File: src/rtl/mem_wb_regfile.sv
// MEM/WB pipeline register, 32x32 register file commit, and two decode read ports with WB bypass.
// Latency: MEM result on wb_* next cycle (bypass visible then); resident in the array one cycle later.
// Backpressure: stall_i[4] alone inserts a bubble, stall_i[5:4]=11 holds WB and blocks the array write.
//
// Ports:
//   clk, rst            rising-edge clock, asynchronous active-low reset
//   stall_i[5:0]        pipeline stall vector (bit 4 = MEM stalled, bit 5 = WB stalled)
//   flush_i             kills the MEM/WB register contents
//   mem_waddr/we/wdata  result from the memory stage
//   wb_waddr/we/wdata   latched MEM/WB register, also drives the array write
//   re1/raddr1/rdata1   decode read port 1 (combinational)
//   re2/raddr2/rdata2   decode read port 2 (combinational)
module mem_wb_regfile #(
    parameter int REG_NUM = 32,
    parameter int REG_AW  = 5,
    parameter int DW      = 32
) (
    input  logic              clk,
    input  logic              rst,
    input  logic [5:0]        stall_i,
    input  logic              flush_i,
    input  logic [REG_AW-1:0] mem_waddr_i,
    input  logic              mem_we_i,
    input  logic [DW-1:0]     mem_wdata_i,
    output logic [REG_AW-1:0] wb_waddr_o,
    output logic              wb_we_o,
    output logic [DW-1:0]     wb_wdata_o,
    input  logic              re1_i,
    input  logic [REG_AW-1:0] raddr1_i,
    output logic [DW-1:0]     rdata1_o,
    input  logic              re2_i,
    input  logic [REG_AW-1:0] raddr2_i,
    output logic [DW-1:0]     rdata2_o
);

    // ------------------------------------------------------------------
    // MEM/WB pipeline register
    // ------------------------------------------------------------------
    logic [REG_AW-1:0] wb_waddr_q, wb_waddr_d;
    logic              wb_we_q,    wb_we_d;
    logic [DW-1:0]     wb_wdata_q, wb_wdata_d;

    logic mem_stall;
    logic wb_stall;
    logic stall_unused;

    assign mem_stall    = stall_i[4];
    assign wb_stall     = stall_i[5];
    // Earlier-stage stall bits belong to other pipeline stages.
    assign stall_unused = ^stall_i[3:0];

    always_comb begin
        wb_waddr_d = wb_waddr_q;
        wb_we_d    = wb_we_q;
        wb_wdata_d = wb_wdata_q;
        if (flush_i) begin
            wb_waddr_d = '0;
            wb_we_d    = 1'b0;
            wb_wdata_d = '0;
        end else if (mem_stall && !wb_stall) begin
            // MEM is frozen but WB drains: the MEM result stays put for
            // a later cycle, so advancing it now would commit it twice.
            wb_waddr_d = '0;
            wb_we_d    = 1'b0;
            wb_wdata_d = '0;
        end else if (!mem_stall) begin
            wb_waddr_d = mem_waddr_i;
            wb_we_d    = mem_we_i;
            wb_wdata_d = mem_wdata_i;
        end
        // mem_stall && wb_stall: hold current contents (defaults)
    end

    always_ff @(posedge clk or negedge rst) begin
        if (!rst) begin
            wb_waddr_q <= '0;
            wb_we_q    <= 1'b0;
            wb_wdata_q <= '0;
        end else begin
            wb_waddr_q <= wb_waddr_d;
            wb_we_q    <= wb_we_d;
            wb_wdata_q <= wb_wdata_d;
        end
    end

    assign wb_waddr_o = wb_waddr_q;
    assign wb_we_o    = wb_we_q;
    assign wb_wdata_o = wb_wdata_q;

    // ------------------------------------------------------------------
    // Register array
    // ------------------------------------------------------------------
    logic [DW-1:0] rf_q [REG_NUM];
    logic          rf_wr;

    // The commit uses the pre-edge latched values. Flush does not gate it:
    // the instruction in WB is older than the one being flushed. A held WB
    // (stall_i[5]) defers the commit until the stall lifts.
    assign rf_wr = wb_we_q && (wb_waddr_q != '0) && !wb_stall;

    always_ff @(posedge clk or negedge rst) begin
        if (!rst) begin
            for (int i = 0; i < REG_NUM; i++) begin
                rf_q[i] <= '0;
            end
        end else if (rf_wr) begin
            rf_q[wb_waddr_q] <= wb_wdata_q;
        end
    end

    // ------------------------------------------------------------------
    // Read ports with writeback bypass
    // ------------------------------------------------------------------
    function automatic logic [DW-1:0] read_port(
        input logic              re,
        input logic [REG_AW-1:0] raddr,
        input logic [DW-1:0]     array_val,
        input logic [REG_AW-1:0] byp_addr,
        input logic              byp_we,
        input logic [DW-1:0]     byp_data
    );
        logic [DW-1:0] val;
        val = '0;
        if (!re || raddr == '0) begin
            // r0 reads as zero even when WB targets it
            val = '0;
        end else if (byp_we && raddr == byp_addr) begin
            val = byp_data;
        end else begin
            val = array_val;
        end
        return val;
    endfunction

    always_comb begin
        rdata1_o = read_port(re1_i, raddr1_i, rf_q[raddr1_i],
                             wb_waddr_q, wb_we_q, wb_wdata_q);
        rdata2_o = read_port(re2_i, raddr2_i, rf_q[raddr2_i],
                             wb_waddr_q, wb_we_q, wb_wdata_q);
    end

endmodule

File: config.mk
export PLATFORM = sky130hd
export DESIGN_NAME = mem_wb_regfile
export DESIGN_NICKNAME = d
export VERILOG_FILES = /design/src/rtl/mem_wb_regfile.sv
export SDC_FILE = /design/constraint.sdc
export NUM_CORES = 2
export LEC_CHECK = 0
export BUFFER_PORTS_ARGS = -buffer_cell sky130_fd_sc_hd__buf_2
export CAP_MARGIN = 15
export CORE_MARGIN = 5
export CORE_UTILIZATION = 41
export CTS_BUF_LIST = sky130_fd_sc_hd__clkbuf_2
export DETAILED_ROUTE_END_ITERATION = 8
export PLACE_DENSITY = 0.61
export SLEW_MARGIN = 15
export SYNTH_ARGS = -nofsm -noshare
export SYNTH_HDL_FRONTEND = slang
export SYNTH_SLANG_ARGS = --single-unit
File: constraint.sdc
create_clock -name clk -period 4.1 [get_ports clk]
set_clock_uncertainty 0.2 [all_clocks]
set_input_delay 0.41 -clock clk [delete_from_list [all_inputs] [get_ports clk]]
set_output_delay 0.41 -clock clk [all_outputs]
set_load 0.01 [all_outputs]
==> flow_summary.yaml <==
timing:
  setup_viol: 51
  grt_setup_unrepaired: "yes"
  maxSlewHeadroom: 0.2158
  min_period_over_period: 1.048
  fin_ws_ns: -0.1967
  fmax_ghz: 0.2327
  slew_violations: 0
  worstMarginPinSlew_ns: 1.176
  fin_crit_ns: 4.297
  finalHoldViolations: 0
placed_design:
  port_buffers: 156
  dp_hpwl_um: 122200
  dp_slack_ns: 0.4252
  routabilityCongestion: 0.8599
clocking:
  clk_pin_slew_ns: 0.10
  cts_root_buffer: "clkbuf_2"
  cts-htree-levels: 5
  clock-sinks: 1062
  insertion_delay_ns: 1.66
  cts-buffers-inserted: 296
  cts_tree: "done"
  clockBufferDepth: 4
layout:
  multi_input_area_um2: 28560
  drive_gt1_frac: 0.5429
  seqCellArea_um2: 26580
  area_growth_pct: 16.69
  fillers: 12140
  fin_nets: 4472
setup_path:
  worst-r2r-setup-slack_ns: 0.92
  crit_path_max_incr_delay_ns: 0.45
  critical_path_class: "flop to output pin"
  crit_fanout: 2
  crit_family: "multiplexers"
  arrival_ns: 3.69
  cpMaxStageDelayCell: "mux4_2"
  cp.required_ns: 3.49
  cp_num_buf_inv: 2
  start_kind: "flop"
  crit_top_cell: "buf_6"
  end_kind: "output pin"
  crit_chain: "buf_6 > mux4_2 > mux2_4 > a221o_1 > a32o_2 > buf_6"
drt:
  num_vias: 40060
  wire_per_inst_um: 31.40
  ant_nets: 0
  via_per_inst: 6.273
  drt-initial-drc-count: 3936
  wl_um: 200500
  drc_errors: 0
  first_pass_iters: 5
global_routing:
  track_usage: 0.2717
  grt_pass1_wl_um: 290900
  antenna_found_initial: 4
  grt_pass1_vias: 41890
  grt_max_degree: 98
  grt-ovfl-total: 0
floorplanning:
  start_util: 0.4111
  rows: 136
  dieArea_um2: 144800
  die_y_um: 380.6
  num_io_pins: 161
  core_um2: 137000
  die_w_um: 380.6
pwr:
  p_total_mw: 20.29
  leakage_nw: 31.52
  peakVddDrop_uv: 236.7
  power_density_nw_per_um2: 308.8
run_status:
  violations: "setup timing"
  status: "finished, violations left"
job:
  drv_cap: 0
synth:
  synth_cell_type_count: 46
  synth-edff-count: 0
  yosys_most_used_dff: "dfrtp_1"
  ys_ff_latch: 1062
  syn_inst: 3959
  syn_area_per_cell_um2: 14.22
  syn-cell-area_um2: 56310
  async_reset_ff_frac: 1.000
  ys_seq_area_frac: 0.4720
  synth_nets: 4018
  ys_warn_count: 0
min_path:
  min_path_type: "flop to flop"
## registers in the layout, indices dropped and copies added, names as in the netlist
signal,cells
rf_q,1024
wb_wdata_o,32
wb_waddr_o,5
wb_we_o,1
## cell usage in the layout, fill, tap and decap left out, drive strengths merged, types with 9 or more instances in the layout
cell / count
nor3: 13
a2111oi: 19
dfrtp: 1062
a32o: 49
nor2: 37
o21ai: 18
nand4: 14
nor2b: 12
nand2: 94
mux4: 352
dlygate4sd3: 122
nand3: 26
inv: 9
a22o: 81
clkbuf: 407
a22oi: 89
o22ai: 41
buf: 484
a221o: 24
a211oi: 19
mux2i: 264
o221ai: 33
clkinv: 58
a21oi: 131
mux2: 1079
## per-layer routing
metal,vias up,routed length (um),global-route usage
met5,-,0,0
met4,0,7579,0.1006
met3,394,14850,0.05424
met2,1801,94150,0.4360
met1,21550,83950,0.3682
li1,16310,-,-
## worst paths after layout
| check | startpoint | to | cells after the start |
|---|---|---|---|
| max in group asynchronous | rst | rf_q[185] | 7 |
| min | rf_q[996] | rf_q[996] | 0 |
| min reg2reg | rf_q[996] | rf_q[996] | 0 |
| min in group asynchronous | rst | wb_wdata_o[18] | 5 |
| max reg2reg | wb_we_o | rf_q[399] | 5 |
| max | rf_q[539] | rdata1_o[27] | 6 |
## kinds of logic (layout without fill, tap and decap cells)
group / after synthesis / count (layout) / synth area share
AOI/OAI and AO/OA: 513 / 513 / 0.06709
other: 0 / 7 / 0
xor gates and xnor gates: 6 / 6 / 0.0009333
DFF: 1062 / 1062 / 0.4720
buffers and inverters: 457 / 1083 / 0.03689
muxes: 1695 / 1695 / 0.4041
and+or+nand+nor: 226 / 226 / 0.01900
## Yosys cell counts (2+ instances only)
| library cell | n | area (um2) |
|---|---|---|
| a22oi_1 | 89 | 668.1 |
| a22o_1 | 81 | 709.4 |
| nor2b_1 | 12 | 75.07 |
| mux2_2 | 1069 | 12040 |
| and3b_1 | 2 | 17.52 |
| nor2_1 | 36 | 135.1 |
| buf_4 | 36 | 270.3 |
| buf_2 | 105 | 525.5 |
| o21ai_0 | 18 | 90.09 |
| nand2b_1 | 8 | 50.05 |
| inv_1 | 3 | 11.26 |
| and2_1 | 4 | 25.02 |
| o221ai_1 | 33 | 289.0 |
| mux2i_1 | 264 | 2643 |
| nand3_1 | 26 | 130.1 |
| a221o_1 | 24 | 240.2 |
| clkbuf_1 | 252 | 945.9 |
| dfrtp_1 | 1062 | 26580 |
| xnor2_1 | 6 | 52.55 |
| nor3_1 | 12 | 60.06 |
| a211oi_1 | 19 | 142.6 |
| buf_6 | 10 | 112.6 |
| or3b_2 | 2 | 17.52 |
| a21oi_1 | 131 | 655.6 |
| nand2_1 | 93 | 349.1 |
| nand4_1 | 14 | 87.58 |
| buf_1 | 46 | 172.7 |
| o22ai_1 | 41 | 256.5 |
| nand3b_1 | 4 | 30.03 |
| mux4_2 | 343 | 7725 |
| or3_1 | 4 | 25.02 |
| mux2_1 | 10 | 112.6 |
| clkbuf_2 | 3 | 15.01 |
| a32o_1 | 49 | 490.5 |
| mux4_1 | 9 | 236.5 |
| o211ai_1 | 8 | 60.06 |
| a2111oi_0 | 19 | 166.4 |
| nor3b_1 | 4 | 30.03 |
## report_power, final
part	leakage (nW)	total, mW	switching (mW)	internal, mW
clock	1.84	7.31	4.51	2.80
sequential	14.8	10.8	0.158	10.6
combinational	14.9	2.22	1.35	0.871
total	31.5	20.3	6.02	14.3
## cell type report
type | count | share of cell area
Antenna cell | 7 | 0.0002666
Clock buffer | 404 | 0.03077
Clock inverter | 66 | 0.005008
Inverter | 4 | 0.0002285
Multi-Input combinational cell | 2440 | 0.4348
Sequential cell | 1062 | 0.4046
Tap cell | 1794 | 0.03416
Timing Repair Buffer | 609 | 0.09019
## per-stage QoR
stage / hold WS, ns / cells / util / TNS (ns) / area, um2
global placement: 0.1779 / 5713 / 0.4395 / 0 / 60200
CTS: 0.01518 / 6359 / 0.4765 / -15.41 / 65270
finish: 0.2111 / 6386 / 0.4796 / -3.410 / 65700
detailed placement: 0.1877 / 5713 / 0.4395 / 0 / 60200
global route: 0.1275 / 6384 / 0.4796 / -15.90 / 65700
floorplan: -0.08559 / 3959 / - / 0 / 56310
## timing repair
item | 4_1_cts | 5_1_grt
hold buffers | 123 | 0
hold endpoints to repair | 1970 | 0
cloned | 5 | 3
buffers inserted | 48 | 20
pin swaps | 90 | 39
endpoints found under the setup margin | 64 | 64
resized for setup | 259 | 46
## worst reg2reg max path, cell delays in order (launching register included)
cell,delay (ns)
dfrtp_2,0.50
or3b_1,0.45
nor3b_1,0.55
nor2b_4,0.57
buf_12,0.32
mux2_1,0.38
No activity file was read; power rests on OpenSTA's default activity.
